<file path="config.mk">
export PLATFORM = sky130hd
export DESIGN_NAME = adder_share_arbiter
export DESIGN_NICKNAME = d
export VERILOG_FILES = /design/src/rtl/adder_share_arbiter.sv
export SDC_FILE = /design/constraint.sdc
export NUM_CORES = 1
export LEC_CHECK = 0
export BUFFER_PORTS_ARGS = -buffer_cell sky130_fd_sc_hd__buf_2
export CAP_MARGIN = 15
export CORE_MARGIN = 2
export CORE_UTILIZATION = 49
export DETAILED_ROUTE_END_ITERATION = 10
export HOLD_SLACK_MARGIN = 0.15
export PLACE_DENSITY = 0.81
export SETUP_SLACK_MARGIN = 0.05
export SLEW_MARGIN = 20
export SYNTH_ARGS = -nofsm -noshare
export SYNTH_HDL_FRONTEND = slang
export SYNTH_SLANG_ARGS = --single-unit
</file>
<file path="constraint.sdc">
create_clock -name clock -period 11.9 [get_ports clock]
set_input_delay 0 -clock clock [delete_from_list [all_inputs] [get_ports clock]]
set_output_delay 0 -clock clock [all_outputs]
set_load 0.05 [all_outputs]
</file>
<file path="src/rtl/adder_share_arbiter.sv">
`default_nettype none
// ============================================================================
// Module      : adder_share_arbiter
// Description : Shares one 32-bit carry-lookahead adder between two
//               requesters (0 = ALU path, 1 = address/PC-offset path).
//               A round-robin arbiter accepts at most one operation per
//               cycle. The result, carry-out and signed overflow are held
//               in a single registered output slot that is tagged one-hot
//               to its owner. Per-requester counters count consumed results.
//
// Ports       : clock, clear          - clock, synchronous active-high reset
//               reqN_valid/ready      - request handshake, requester N
//               reqN_a, reqN_b        - 32-bit operands, requester N
//               reqN_sub              - 1 = A-B, 0 = A+B, requester N
//               resp_valid[1:0]       - one-hot, result pending for owner
//               resp_ready[1:0]       - bit N = requester N consumes result
//               resp_sum/cout/ovf     - registered result and flags
//               done_cnt0/done_cnt1   - results consumed per requester
//
// Revision    : 1.0 - initial release
// ============================================================================
module adder_share_arbiter #(
    parameter int   CNT_W      = 16,
    parameter logic FIRST_PRIO = 1'b0
) (
    input  logic             clock,
    input  logic             clear,

    input  logic             req0_valid,
    output logic             req0_ready,
    input  logic [31:0]      req0_a,
    input  logic [31:0]      req0_b,
    input  logic             req0_sub,

    input  logic             req1_valid,
    output logic             req1_ready,
    input  logic [31:0]      req1_a,
    input  logic [31:0]      req1_b,
    input  logic             req1_sub,

    output logic [1:0]       resp_valid,
    input  logic [1:0]       resp_ready,
    output logic [31:0]      resp_sum,
    output logic             resp_cout,
    output logic             resp_ovf,

    output logic [CNT_W-1:0] done_cnt0,
    output logic [CNT_W-1:0] done_cnt1
);

    // ------------------------------------------------------------------
    // Registered state
    // ------------------------------------------------------------------
    logic [1:0]       r_resp_valid;   // slot state: 0 = EMPTY, one-hot = FULL
    logic [31:0]      r_resp_sum;
    logic             r_resp_cout;
    logic             r_resp_ovf;
    logic             r_last_grant;
    logic [CNT_W-1:0] r_done_cnt0;
    logic [CNT_W-1:0] r_done_cnt1;

    // ------------------------------------------------------------------
    // Slot drain / accept capability
    // ------------------------------------------------------------------
    logic [1:0] w_drain_vec;
    logic       w_drain;
    logic       w_can_accept;

    // Only the owner's ready bit can match, since resp_valid is one-hot.
    assign w_drain_vec  = r_resp_valid & resp_ready;
    assign w_drain      = |w_drain_vec;
    assign w_can_accept = (r_resp_valid == 2'b00) | w_drain;

    // ------------------------------------------------------------------
    // Round-robin grant
    // ------------------------------------------------------------------
    logic w_gnt_valid;
    logic w_gnt_idx;
    logic w_accept;

    always_comb begin
        w_gnt_valid = req0_valid | req1_valid;
        if (req0_valid & req1_valid) begin
            w_gnt_idx = ~r_last_grant;
        end else begin
            w_gnt_idx = req1_valid;
        end
    end

    // Readiness is withheld while clear is high so nothing is accepted
    // on a reset edge.
    assign w_accept   = w_can_accept & w_gnt_valid & ~clear;
    assign req0_ready = w_accept & ~w_gnt_idx;
    assign req1_ready = w_accept &  w_gnt_idx;

    // ------------------------------------------------------------------
    // Operand select and subtract conditioning
    // ------------------------------------------------------------------
    logic [31:0] w_a;
    logic [31:0] w_b;
    logic        w_sub;
    logic [31:0] w_b_eff;

    assign w_a     = w_gnt_idx ? req1_a   : req0_a;
    assign w_b     = w_gnt_idx ? req1_b   : req0_b;
    assign w_sub   = w_gnt_idx ? req1_sub : req0_sub;
    assign w_b_eff = w_sub ? ~w_b : w_b;

    // ------------------------------------------------------------------
    // 32-bit carry-lookahead adder: full lookahead inside each 4-bit
    // group, group generate/propagate used to pass the carry between
    // groups.
    // ------------------------------------------------------------------
    logic [31:0] w_g;
    logic [31:0] w_p;
    logic [32:0] w_carry;
    logic [31:0] w_sum;
    logic        w_cout;
    logic        w_ovf;

    assign w_g = w_a & w_b_eff;
    assign w_p = w_a ^ w_b_eff;

    always_comb begin
        w_carry    = '0;
        w_carry[0] = w_sub;
        for (int k = 0; k < 8; k++) begin
            w_carry[4*k+1] = w_g[4*k]
                           | (w_p[4*k]   & w_carry[4*k]);
            w_carry[4*k+2] = w_g[4*k+1]
                           | (w_p[4*k+1] & w_g[4*k])
                           | (w_p[4*k+1] & w_p[4*k] & w_carry[4*k]);
            w_carry[4*k+3] = w_g[4*k+2]
                           | (w_p[4*k+2] & w_g[4*k+1])
                           | (w_p[4*k+2] & w_p[4*k+1] & w_g[4*k])
                           | (w_p[4*k+2] & w_p[4*k+1] & w_p[4*k] & w_carry[4*k]);
            // Group generate | group propagate & group carry-in
            w_carry[4*k+4] = (w_g[4*k+3]
                           | (w_p[4*k+3] & w_g[4*k+2])
                           | (w_p[4*k+3] & w_p[4*k+2] & w_g[4*k+1])
                           | (w_p[4*k+3] & w_p[4*k+2] & w_p[4*k+1] & w_g[4*k]))
                           | (w_p[4*k+3] & w_p[4*k+2] & w_p[4*k+1] & w_p[4*k]
                              & w_carry[4*k]);
        end
    end

    assign w_sum  = w_p ^ w_carry[31:0];
    assign w_cout = w_carry[32];
    // Signed overflow: same-sign operands giving a different-sign result.
    assign w_ovf  = (w_a[31] == w_b_eff[31]) & (w_sum[31] != w_a[31]);

    // ------------------------------------------------------------------
    // Output slot, arbitration history and completion counters
    // ------------------------------------------------------------------
    always_ff @(posedge clock) begin
        if (clear) begin
            r_resp_valid <= 2'b00;
            r_resp_sum   <= '0;
            r_resp_cout  <= 1'b0;
            r_resp_ovf   <= 1'b0;
            r_last_grant <= ~FIRST_PRIO;
            r_done_cnt0  <= '0;
            r_done_cnt1  <= '0;
        end else begin
            if (w_accept) begin
                r_resp_valid <= w_gnt_idx ? 2'b10 : 2'b01;
                r_resp_sum   <= w_sum;
                r_resp_cout  <= w_cout;
                r_resp_ovf   <= w_ovf;
                r_last_grant <= w_gnt_idx;
            end else if (w_drain) begin
                r_resp_valid <= 2'b00;
            end

            if (w_drain_vec[0]) begin
                r_done_cnt0 <= r_done_cnt0 + 1'b1;
            end
            if (w_drain_vec[1]) begin
                r_done_cnt1 <= r_done_cnt1 + 1'b1;
            end
        end
    end

    assign resp_valid = r_resp_valid;
    assign resp_sum   = r_resp_sum;
    assign resp_cout  = r_resp_cout;
    assign resp_ovf   = r_resp_ovf;
    assign done_cnt0  = r_done_cnt0;
    assign done_cnt1  = r_done_cnt1;

endmodule
`default_nettype wire

</file>
## Word-level counts from Yosys, hierarchy flattened

Cells that the tools add are included.

- Register bits after elaboration: 69
- Input port bits: 136
- Output and inout bits: 70
- Logic and storage cells: 246

- Add/subtract/negate cells: 2
- Equal/unequal tests: 2
- Multiplexer cells: 8
- Bitwise logic cells: 224
- Reductions and logical operators: 3

Operators by type and width:

| cell | count |
|---|---|
| 1-bit AND | 134 |
| 32-bit 2-to-1 mux | 3 |
| 1-bit bitwise OR | 82 |
| 32-bit bitwise XOR | 2 |
| 16-bit by 1-bit adder with 16-bit output, second input constant | 2 |
| 32-bit AND | 1 |
| 32-bit NOT | 1 |
| 2-bit 2-to-1 mux | 3 |
| 1-bit NOT | 3 |
| 2-bit AND | 1 |
| 2-bit logical NOT | 1 |
| 1-bit 2-to-1 mux | 2 |
| 2-bit nonzero test | 1 |
| 2-bit OR reduction | 1 |
| 1-bit equality test | 1 |
| 1-bit != test | 1 |

## Logic depth before layout (Yosys ltp)

Gate-level depths: netlist (run 1).

- Depth in word-level cells: 28
- Depth in mapped cells: 18
- Mapped depth without buffers: 16

## Worst setup path before layout (run 1)

OpenSTA, ideal clock, no wires.

- Kind: flip-flop to flip-flop
- From: reg r_last_grant
- To: reg r_resp_sum[28], in the netlist resp_sum[28]
- Setup time: 0.086 ns
- Arrival time: 3.829 ns
- Data required time: 11.814 ns
- Path slack: 7.985 ns
- Stages on the path, launching flop included: 17
- Buffers on the path: 2
- Clock period less this slack: 3.915 ns
- Cells stage by stage: dfxtp_1 -> a21boi_4 -> buf_2 -> buf_1 -> mux2i_1 -> xor2_1 -> ha_1 -> a21o_1 -> a21o_1 -> a21o_1 -> o2bb2ai_1 -> o21bai_4 -> a211oi_4 -> inv_1 -> a21oi_1 -> fa_1 -> a211oi_1

- Longest elaborated chain between the ends: 24
- Elaborated cells between the ends (all ways): 87
- Classes of those cells: mux (5); bitwise (82)

Ends and longest elaborated chain:

| what | RTL line | text |
|---|---|---|
| from (decl) | 58 | `logic r_last_grant;` |
| from (signal assigned) | 161 | `r_last_grant <= ~FIRST_PRIO;` |
| from (signal assigned) | 170 | `r_last_grant <= w_gnt_idx;` |
| 1-bit NOT (*) | 84 | `w_gnt_idx = ~r_last_grant;` |
| 1-bit 2-to-1 mux (*) | 83 | `if (req0_valid & req1_valid) begin` |
| 32-bit 2-to-1 mux | 105 | `assign w_b = w_gnt_idx ? req1_b : req0_b;` |
| 32-bit NOT | 107 | `assign w_b_eff = w_sub ? ~w_b : w_b;` |
| 32-bit 2-to-1 mux | 107 |  |
| 32-bit bitwise XOR / 32-bit AND (equally long branches) | 122, 121 |  |
| 1-bit AND (on tied branches) | -- |  |
| 1-bit bitwise OR, or another cell as far along | 139 | `\| (w_p[4*k+3] & w_g[4*k+2])` |
| (+8 left out) | -- |  |
| 1-bit bitwise OR | 142 | `\| (w_p[4*k+3] & w_p[4*k+2] & w_p[4*k+1] & w_p[4*k]` |
| 1-bit AND | 143 | `& w_carry[4*k]);` |
| 1-bit bitwise OR | 142 |  |
| 1-bit AND | 143 |  |
| 1-bit bitwise OR | 142 |  |
| 1-bit AND | 143 |  |
| 1-bit bitwise OR | 142 |  |
| 32-bit bitwise XOR (*) | 147 | `assign w_sum = w_p ^ w_carry[31:0];` |
| to (signal assigned) | 167 | `r_resp_sum <= w_sum;` |
| to (decl) | 55 | `logic [31:0] r_resp_sum;` |

Mark *: on every way between the ends. The rest lies on a longest branch, timed or not.
A chain may end at the register's enable or synchronous reset.

## Final worst setup path (run 1)

Ends and elaborated chain as after synthesis.

==> impl_metrics.tcl, run 1 <==
set metrics [dict create \
    status "finished, final reports clean" \
    ys.flop_type "dfxtp_1" \
    place_hpwl_um 10200 \
    hold_viol 0 \
    synthMuxAreaShare_pct 14.1 \
    fin_skew_ns 0.00686 \
    htreeDepth 3 \
    ys_seq_elements 69 \
    grt_max_degree 78 \
    p_clk_share_pct 19.9 \
    cp_max_fo 68 \
    grt_setup_unrepaired "false" \
    synth_area_per_cell_sq_um 8.46 \
    pwr-share-seq_pct 28.9 \
    dr.pass1.iters 5 \
    path_cells "a21boi_4 -> buf_4 -> mux2i_4 -> buf_4 -> xor2_1 -> ha_1 -> a21oi_1 -> o21ai_0 -> a22oi_1 -> a2bb2oi_4 -> o21bai_4 -> a211oi_4 -> inv_1 -> a21oi_1 -> fa_1 -> a211oi_1" \
    worst_slew_pin_slew_ns 0.990 \
    syn_nets 781 \
    final_max_slew_viol_count 0 \
    grt_pass1_wl_um 21300 \
    holdPathEnd "resp_ovf" \
    syn-cell-area_sq_mm 0.00511 \
    ctsResizeCount 0 \
    yosys.area_share.xor_xnor_pct 12.2 \
    die_h_um 106 \
    wl_um 13100 \
    place.gp.congestion 0.868 \
    start_kind "flip-flop" \
    num_vias 4947 \
    antenna_found_initial 0 \
    core-area_sq_mm 0.0102 \
    grt_pass1_vias 4747 \
    synth-adder-area-share_pct 11.1 \
    critPathRequiredTime_ns 12.17 \
    setup_tns_ns 0 \
    cp-end-kind "flip-flop" \
    ant_nets 0 \
    drt_iter0_drc 243 \
    slew_headroom_pct 34.0 \
    synthToLayoutAreaGrowth_pct 26.5 \
    io-pin-count 206 \
    worst_hold_startpoint "req1_a[31]" \
    max_freq_mhz 203 \
    clkLatencyLatePin_ns 0.34 \
    p_comb_share_pct 51.2 \
    drive_gt1_share_pct 32.4 \
    synth-seq-area-share_pct 27.0 \
    critical_path_class "reg2reg" \
    rrSetupSlack_ns 6.98 \
    grt_use_total_pct 23.1 \
    leakage_nw 3.12 \
    wl_per_cell_um 14.0 \
    viasPerCell 5.29 \
    fp.dieW_um 106 \
    p_sw_share_pct 44.1 \
    yosys_warnings 0 \
    cts_sinks 69 \
    numCtsBuffers 9 \
    critPathMaxStageDelay_ns 0.72 \
    synth_cell_types 47 \
    drv_cap 0 \
    async_flop_share_pct 0 \
    die-area_sq_mm 0.0113 \
    peakVddDrop_v 0.0000717 \
    setup_viol 0 \
    worstRegToRegCells 16 \
    hp-class "in2reg" \
    core.rowCount 37 \
    internal-power_mw 0.544 \
    nets 972 \
    powerDensity_mw_per_mm2 151 \
    holdWs_ns 0.171 \
    portBuffers 205 \
    clockBufferDepth 2 \
    min_period_ns 4.92 \
    synth_compound_area_share_pct 14.7 \
    cts_tree "built" \
    drc 0 \
    p_sw_mw 0.429 \
    netlist_instances 604 \
    cts-root-buf "clkbuf_8" \
    period_share_pct 41.3 \
    synth-edff-count 0 \
    antenna_cells 0 \
    timing.rr.start "r_last_grant" \
    r2r-end "resp_sum[28]" \
    hold_path_depth 5 \
    grt.overflow.total 0 \
    synth_top_family_by_area "simple AND/OR/NAND/NOR gates" \
    start_util_pct 49.9 \
    arrival_ns 5.18 \
    synthSimpleGateAreaFrac_pct 17.1 \
    crit_path_top_delay_cell "buf_4" \
    clkTransAtPathRegs_ns 0.09 \
]
## cells in the mapped netlist (9+ instances only)
master    number  area (sq um)
mux2_2        25           282
clkbuf_1      18          67.6
xor2_1        51           447
and3_1        10          62.6
a211oi_1       9          67.6
o21ai_0       19          95.1
a21o_1        13          97.6
xnor2_1       20           175
nand3_1       12          60.1
ha_1          34           425
mux2i_1       44           440
a21oi_1       51           255
dfxtp_1       69          1380
nand2_1       74           278
nor2_1        49           184
buf_1          9          33.8
or3_1         12          75.1
inv_1         19          71.3
## power by group through the flow
stage | clock [mW] | sequential, mW | combinational [mW]
detailed placement | 0 | 0.286 | 0.497
global placement | 0 | 0.285 | 0.481
finish | 0.194 | 0.281 | 0.499
CTS | 0.198 | 0.281 | 0.500
floorplan | 0 | 0.394 | 0.273
global route | 0.208 | 0.285 | 0.545
## final cells by class
class / instances / area [sq um]
fillers: 872 / 3770
multi-input cells: 485 / 3560
flip-flops and latches: 69 / 1380
repair buffers: 211 / 1080
well taps: 136 / 170
clock buffers: 9 / 124
clock inverters: 7 / 73.8
inverters: 19 / 71.3
## critical path, delay by kind of cell (launching register included)
kind | cells | cell delay [ns]
xor+xnor | 1 | 0.20
flops | 1 | 0.34
buf+inv | 3 | 1.29
compound gates | 9 | 1.83
fa+ha+maj | 2 | 0.72
mux | 1 | 0.34
## kinds of logic after synthesis
logic type | Yosys count
AND/OR/NAND/NOR | 190
buffers and inverters | 50
multiplexers | 69
AO/OA/AOI/OAI | 114
flip-flops | 69
XOR/XNOR | 71
adder cells (fa/ha/maj) | 41
## flip-flops by register name (all words and copies together) (netlist names)
name	cells
resp_sum	32
done_cnt0	16
done_cnt1	16
resp_valid	2
r_last_grant	1
resp_cout	1
resp_ovf	1
## placed cells by master (no fill, tap or decap), types with 4 or more instances in the layout
master and n:
a211oi_1 9, a21o_1 13, a21oi_1 51, and3_1 10
buf_2 205, buf_4 4, clkbuf_8 9, dfxtp_1 69
fa_1 7, ha_1 34, inv_1 19, mux2_2 25
mux2i_1 43, nand2_1 74, nand3_1 12, nand3b_1 7
nand4_1 7, nor2_1 49, nor3_1 7, o21ai_0 19
or3_1 12, xnor2_1 20, xor2_1 51
## worst max-delay path by stage
stage                             from           end  cells after the start
after floorplan           r_last_grant  resp_sum[28]                     16
after global placement    r_last_grant  resp_sum[28]                     16
after detailed placement  r_last_grant  resp_sum[28]                     16
after CTS                 r_last_grant  resp_sum[28]                     16
after global routing      r_last_grant  resp_sum[13]                     18
final                     r_last_grant  resp_sum[28]                     16
## per-stage QoR
stage / cell area, sq um / std cells / power, mW / setup WS [ns] / util [%]
after floorplan: 5110 / 604 / 0.667 / 7.98 / -
after global placement: 6240 / 918 / 0.766 / 7.24 / 61.0
after detailed placement: 6240 / 918 / 0.783 / 7.03 / 61.0
after CTS: 6460 / 936 / 0.979 / 7.00 / 63.1
after global routing: 6460 / 936 / 1.04 / 6.65 / 63.1
final: 6460 / 936 / 0.973 / 6.98 / 63.1
## timing repair
| action | CTS | global route |
|---|---|---|
| hold endpoints to repair | 2 | 0 |
| setup endpoints to repair | 0 | 0 |
| hold buffers | 2 | 0 |
| setup buffers | 0 | 0 |
## per-layer routing
layer,GRT usage (%),wire (um)
met1,27.1,5400
met2,42.9,6800
met3,4.05,702
met4,6.86,222
met5,0,0
No activity file was read; power rests on OpenSTA's default activity.
==> run 2, diff against run 1 <==
--- a/config.mk
+++ b/config.mk
@@ -5,13 +5,14 @@
 export SDC_FILE = /design/constraint.sdc
 export NUM_CORES = 1
 export LEC_CHECK = 0
+export ABC_AREA = 1
 export BUFFER_PORTS_ARGS = -buffer_cell sky130_fd_sc_hd__buf_2
 export CAP_MARGIN = 15
 export CORE_MARGIN = 2
-export CORE_UTILIZATION = 49
+export CORE_UTILIZATION = 45
 export DETAILED_ROUTE_END_ITERATION = 10
 export HOLD_SLACK_MARGIN = 0.15
-export PLACE_DENSITY = 0.81
+export PLACE_DENSITY = 0.78
 export SETUP_SLACK_MARGIN = 0.05
 export SLEW_MARGIN = 20
 export SYNTH_ARGS = -nofsm -noshare
==> constraint.sdc (replaced) <==
create_clock -name clock -period 4.25 [get_ports clock]
set_input_delay 0 -clock clock [delete_from_list [all_inputs] [get_ports clock]]
set_output_delay 0 -clock clock [all_outputs]
set_load 0.05 [all_outputs]
==> run 2 against run 1 <==
Compared with the run above: synthesized cell count grew 27%; flip-flop and latch count unchanged; die area grew 7.2%; register-to-register slack got worse by 6.4 ns; count of clock-buffer cells in the layout grew 2; clock skew grew 0.0080 ns; utilization fell by 3.4 points; largest power group unchanged; largest cell class unchanged; sequential power rose to 2.9 times the previous value; total power rose to 3.1 times the previous value; routed wire length increased by 4.9%; area after synthesis fell by 1.2%; critical path depth is 16 higher.
==> impl_metrics.tcl, run 2 <==
set metrics [dict create \
    status "finished, final reports clean" \
    powerDensity_mw_per_mm2 463 \
    start_kind "input pin" \
    grt.overflow.total 0 \
    hold_viol 0 \
    place.gp.congestion 0.869 \
    timing.rr.start "r_last_grant" \
    place_hpwl_um 10800 \
    synth-seq-area-share_pct 27.4 \
    clkTransAtPathRegs_ns 0.09 \
    critical_path_class "in2reg" \
    p_comb_share_pct 49.9 \
    cp.buffers_inverters 7 \
    hp-class "in2reg" \
    antenna_found_initial 0 \
    num_vias 5442 \
    final_max_slew_viol_count 0 \
    period_share_pct 87.8 \
    ctsResizeCount 0 \
    viasPerCell 4.88 \
    cp-end-kind "flip-flop" \
    critPathMaxStageDelay_ns 0.55 \
    cp_common_cell "nand2_1" \
    max_freq_mhz 268 \
    grt_use_total_pct 22.7 \
    slew_headroom_pct 34.8 \
    placed_cell_area_sq_mm 0.00620 \
    fin_skew_ns 0.0149 \
    setup_viol 0 \
    numCtsBuffers 9 \
    syn_nets 943 \
    core-area_sq_mm 0.0109 \
    fp.dieW_um 110 \
    critPathRequiredTime_ns 4.53 \
    synth_cell_types 37 \
    worst_slack_ns 0.519 \
    clockBufferDepth 2 \
    arrival_ns 4.01 \
    internal-power_mw 1.65 \
    cts-root-buf "clkbuf_8" \
    most-common-layout-cells "253 x nand2_1, 205 x buf_2, 86 x inv_1" \
    yosys.area.top_type_share_pct 27.4 \
    drive_gt1_share_pct 26.5 \
    drt_iter0_drc 225 \
    ant_nets 0 \
    peakVddDrop_v 0.000255 \
    p_clk_share_pct 22.7 \
    cts_tree "built" \
    instances_no_fill 1115 \
    dp_cells 1094 \
    async_flop_share_pct 0 \
    crit_path_top_delay_cell "dlygate4sd3_1" \
    io-pin-count 206 \
    netlist_instances 766 \
    yosys_warnings 0 \
    cts_sinks 69 \
    p_sw_mw 1.36 \
    syn-cell-area_sq_mm 0.00504 \
    ys_seq_elements 69 \
    ys.flop_type "dfxtp_1" \
    largest_reg_flops 32 \
    cpLargestDelayFamily "simple AND/OR/NAND/NOR gates" \
    pwr-share-seq_pct 27.4 \
    synthToLayoutAreaGrowth_pct 29.0 \
    cp_max_fo 49 \
    drv_cap 0 \
    pre_cts_ws_ns 0.562 \
    cp-startpoint "req0_valid" \
    portBuffers 205 \
    core.rowCount 38 \
    nets 1147 \
    dr.pass1.iters 5 \
    drc 0 \
    synth_area_per_cell_sq_um 6.58 \
    yosys.area.top_type "dfxtp_1" \
    clkLatencyLatePin_ns 0.35 \
    grt_pass1_vias 4911 \
    leakage_nw 3.44 \
    synth_commonest_cells "254 x nand2_1, 88 x inv_1, 69 x dfxtp_1" \
    p_sw_share_pct 45.3 \
    htreeDepth 3 \
    die_h_um 110 \
    synth-edff-count 0 \
    start_util_pct 46.3 \
    wl_um 13800 \
    grt_setup_unrepaired "false" \
    final_common_cell "nand2_1" \
    grt_pass1_wl_um 21600 \
    utilization_pct 59.7 \
    worst_slew_pin_slew_ns 0.971 \
    antenna_cells 0 \
    setup_tns_ns 0 \
    die-area_sq_mm 0.0121 \
    min_period_ns 3.73 \
    grt_max_degree 50 \
    synth.most_common_cell "nand2_1" \
    fin_area_sq_mm 0.00650 \
    synth_area_leaders "dfxtp_1 27%, nand2_1 19%, ha_1 8.4%" \
    wl_per_cell_um 12.4 \
    worst_hold_startpoint "resp_ready[0]" \
]
run 2: cell count changes in the layout (fill, tap and decap cells not counted), moves of 13 or more:
cell     change
xor2_1      -31
mux2i_1     -36
nand2_1    +179
o21ai_0     +39
inv_1       +67
a21o_1      -13
mux2_2      -25
run 2: per-layer routing:
layer | track usage [%] | vias to the layer above | part of all wire [%]
met5 | 0 | - | 0
met2 | 40.3 | 169 | 48
met1 | 27.3 | 2405 | 44
met3 | 4.09 | 23 | 6.1
met4 | 8.05 | 0 | 2.0
li1 | - | 2845 | -
run 2: power groups by stage:
stage | Combinational (mW) | Sequential (mW) | Clock (mW)
floorplan | 0.745 | 1.22 | 0
global placement | 1.48 | 0.839 | 0
detailed placement | 1.50 | 0.837 | 0
CTS | 1.51 | 0.825 | 0.687
global route | 1.66 | 0.840 | 0.710
finish | 1.50 | 0.825 | 0.683
run 2: worst min-delay path, delay by kind of cell:
kind,cells,cell delay (ns)
and+or+nand+nor,2,0.20
xor gates and xnor gates,1,0.18
buffers and inverters,1,0.07
run 2: timing repair:
action,4_1_cts,5_1_grt
hold buffers,5,0
buffers inserted,0,0
hold endpoints to repair,16,0
run 2: area by class of cell:
type                    count  area [sq um]
multi-input cells         584          3240
clock buffers              11           141
repair buffers            217          1130
inverters                  89           334
flip-flops and latches     69          1380
clock inverters             5           108
fillers                  1059          4380
well taps                 140           175
run 2: worst paths after layout:
path | endpoint | slack, ns | cells after the start
max | resp_sum[29] | 0.52 | 32
min | done_cnt0[0] | 0.16 | 4
max reg2reg | resp_sum[29] | 0.55 | 30
min reg2reg | resp_sum[31] | 0.45 | 2
run 2: through the flow:
step / power, mW / hold WS, ns
finish: 3.01 / 0.157
global route: 3.21 / 0.215
CTS: 3.03 / 0.153
detailed placement: 2.34 / 0.373
global placement: 2.32 / 0.368
floorplan: 1.96 / 0.155
run 2: logic make-up after synthesis:
| family | count (synthesis) | share of synthesized area (%) |
|---|---|---|
| compound gates | 118 | 12.8 |
| fa+ha+maj | 41 | 11.2 |
| flops | 69 | 27.4 |
| xor+xnor | 45 | 7.81 |
| buf+inv | 113 | 8.51 |
| mux | 7 | 1.39 |
| simple gates | 373 | 30.9 |
==> run 3, diff against run 2 <==
--- a/config.mk
+++ b/config.mk
@@ -9,10 +9,10 @@
 export BUFFER_PORTS_ARGS = -buffer_cell sky130_fd_sc_hd__buf_2
 export CAP_MARGIN = 15
 export CORE_MARGIN = 2
-export CORE_UTILIZATION = 45
+export CORE_UTILIZATION = 49
 export DETAILED_ROUTE_END_ITERATION = 10
 export HOLD_SLACK_MARGIN = 0.15
-export PLACE_DENSITY = 0.78
+export PLACE_DENSITY = 0.81
 export SETUP_SLACK_MARGIN = 0.05
 export SLEW_MARGIN = 20
 export SYNTH_ARGS = -nofsm -noshare
==> constraint.sdc (replaced) <==
create_clock -name clock -period 3.8 [get_ports clock]
set_input_delay 0 -clock clock [delete_from_list [all_inputs] [get_ports clock]]
set_output_delay 0 -clock clock [all_outputs]
set_load 0.05 [all_outputs]
==> run 3 against run 2 <==
Compared with the run above: global-route usage up 2.1 points; clock skew down 0.0054 ns; combinational power grew 15%; highest routed layer unchanged.
==> impl_metrics.tcl, run 3 (synthesis results as in run 2) <==
set metrics [dict create \
    crit_path_top_delay_cell "fa_1" \
    worst_slew_pin_slew_ns 0.983 \
    leakage_nw 3.50 \
    setup_tns_ns 0 \
    cts_tree "built" \
    fp.dieW_um 105 \
    core.rowCount 37 \
    grt_pass1_wl_um 22500 \
    portBuffers 205 \
    p_clk_share_pct 22.5 \
    synthToLayoutAreaGrowth_pct 32.0 \
    die_h_um 105 \
    slew_headroom_pct 34.0 \
    nets 1153 \
    core-area_sq_mm 0.0101 \
    p_comb_share_pct 50.4 \
    fin_area_sq_mm 0.00666 \
    internal-power_mw 1.89 \
    hold_viol 0 \
    clkTransAtPathRegs_ns 0.08 \
    critPathRequiredTime_ns 4.06 \
    most-common-layout-cells "251 x nand2_1, 205 x buf_2, 86 x inv_1" \
    clkLatencyLatePin_ns 0.34 \
    regArea_sq_mm 0.00138 \
    wl_um 13900 \
    multi_input_area_sq_mm 0.00327 \
    cp.buffers_inverters 4 \
    setup_viol 0 \
    cts-root-buf "clkbuf_8" \
    io-pin-count 206 \
    cts_sinks 69 \
    p_sw_share_pct 44.7 \
    hp-class "in2reg" \
    drt_iter0_drc 282 \
    ant_nets 0 \
    grt_setup_unrepaired "false" \
    place_hpwl_um 10800 \
    period_share_pct 89.8 \
    drive_gt1_share_pct 27.5 \
    powerDensity_mw_per_mm2 512 \
    grt_pass1_vias 5094 \
    fin_skew_ns 0.00947 \
    num_vias 5489 \
    grt_max_degree 43 \
    wl_per_cell_um 12.5 \
    pre_cts_ws_ns 0.252 \
    antenna_found_initial 0 \
    largest_reg_flops 32 \
    p_total_mw 3.41 \
    final_max_slew_viol_count 0 \
    numCtsBuffers 9 \
    start_util_pct 49.7 \
    max_freq_mhz 293 \
    cpLargestDelayFamily "simple AND/OR/NAND/NOR gates" \
    start_kind "flip-flop" \
    drv_cap 0 \
    cp_max_fo 8 \
    min_period_ns 3.41 \
    drc 0 \
    final_common_cell "nand2_1" \
    antenna_cells 0 \
    peakVddDrop_v 0.000245 \
    critPathMaxStageDelay_ns 0.38 \
    arrival_ns 3.68 \
    status "finished, final reports clean" \
    clockBufferDepth 2 \
    grt_use_total_pct 24.8 \
    cp-end-kind "flip-flop" \
    placed_cell_area_sq_mm 0.00621 \
    pwr-share-seq_pct 27.2 \
    worst_slack_ns 0.386 \
    cp_common_cell "nand2_1" \
    place.gp.congestion 0.863 \
    critical_path_class "reg2reg" \
    die-area_sq_mm 0.0111 \
    dr.pass1.iters 4 \
    grt.overflow.total 0 \
    fillers 979 \
    viasPerCell 4.91 \
    htreeDepth 3 \
    p_sw_mw 1.52 \
]
-- run 3: what timing repair did --
action,in CTS,in global routing
setup buffers,0,4
setup endpoints to repair,0,4
gates resized for setup,0,15
hold buffers,5,0
endpoints found under the hold margin,14,0
-- run 3: final cells by class --
cell class                 count  area share (%)
multi-input combinational    584            49.0
sequential                    69            20.7
timing repair buffer         223            18.7
inverter                      89            5.07
tap                          136            2.56
clock buffer                  11            2.27
clock inverter                 5            1.60
-- run 3: path summary, 6_finish.rpt --
kind	startpoint	end	slack (ns)	depth (start not counted)
setup / recovery	r_last_grant	resp_sum[29]	0.39	26
hold / removal	resp_ready[0]	done_cnt0[0]	0.17	4
setup reg to reg	r_last_grant	resp_sum[29]	0.39	26
hold reg to reg	resp_sum[20]	resp_sum[20]	0.46	2
-- run 3: worst register-to-register path, stage by stage (launching register included) --
cell,delay [ns]
dfxtp_1,0.35
nand2_2,0.08
nand2_4,0.12
nand2_2,0.09
nand2_4,0.14
clkinv_2,0.21
xor2_1,0.30
inv_1,0.08
ha_1,0.29
inv_1,0.04
nor2_1,0.10
nand2_1,0.06
nand2_1,0.08
nand2_1,0.05
nand2_1,0.09
nand2_1,0.06
nand2_1,0.07
nand2_1,0.06
nand2_1,0.07
nand2_1,0.06
nand2_2,0.09
nand2_2,0.06
nand2_2,0.07
inv_1,0.07
fa_1,0.38
xor2_1,0.15
o21ai_0,0.14
-- run 3: metal layers --
metal  vias up  global-route usage (%)  routed length [um]
li1       2863                       -                   -
met1      2431                    29.7                5970
met2       173                    43.7                6770
met3        22                    4.39                 897
met4         0                    9.90                 292
met5         -                       0                   0
-- run 3: stage by stage --
stage	instances	hold slack [ns]	utilization (%)
after floorplan	766	0.155	-
after global placement	1090	0.375	61.3
after detailed placement	1090	0.376	61.3
after CTS	1111	0.151	64.3
after global routing	1117	0.234	65.7
final	1117	0.172	65.7
-- run 3: power groups by stage --
stage / Combinational, mW / Sequential (mW) / Clock (mW)
final: 1.72 / 0.926 / 0.766
after global routing: 1.90 / 0.941 / 0.815
after CTS: 1.68 / 0.925 / 0.778
after detailed placement: 1.67 / 0.939 / 0
after global placement: 1.64 / 0.940 / 0
after floorplan: 0.833 / 1.36 / 0
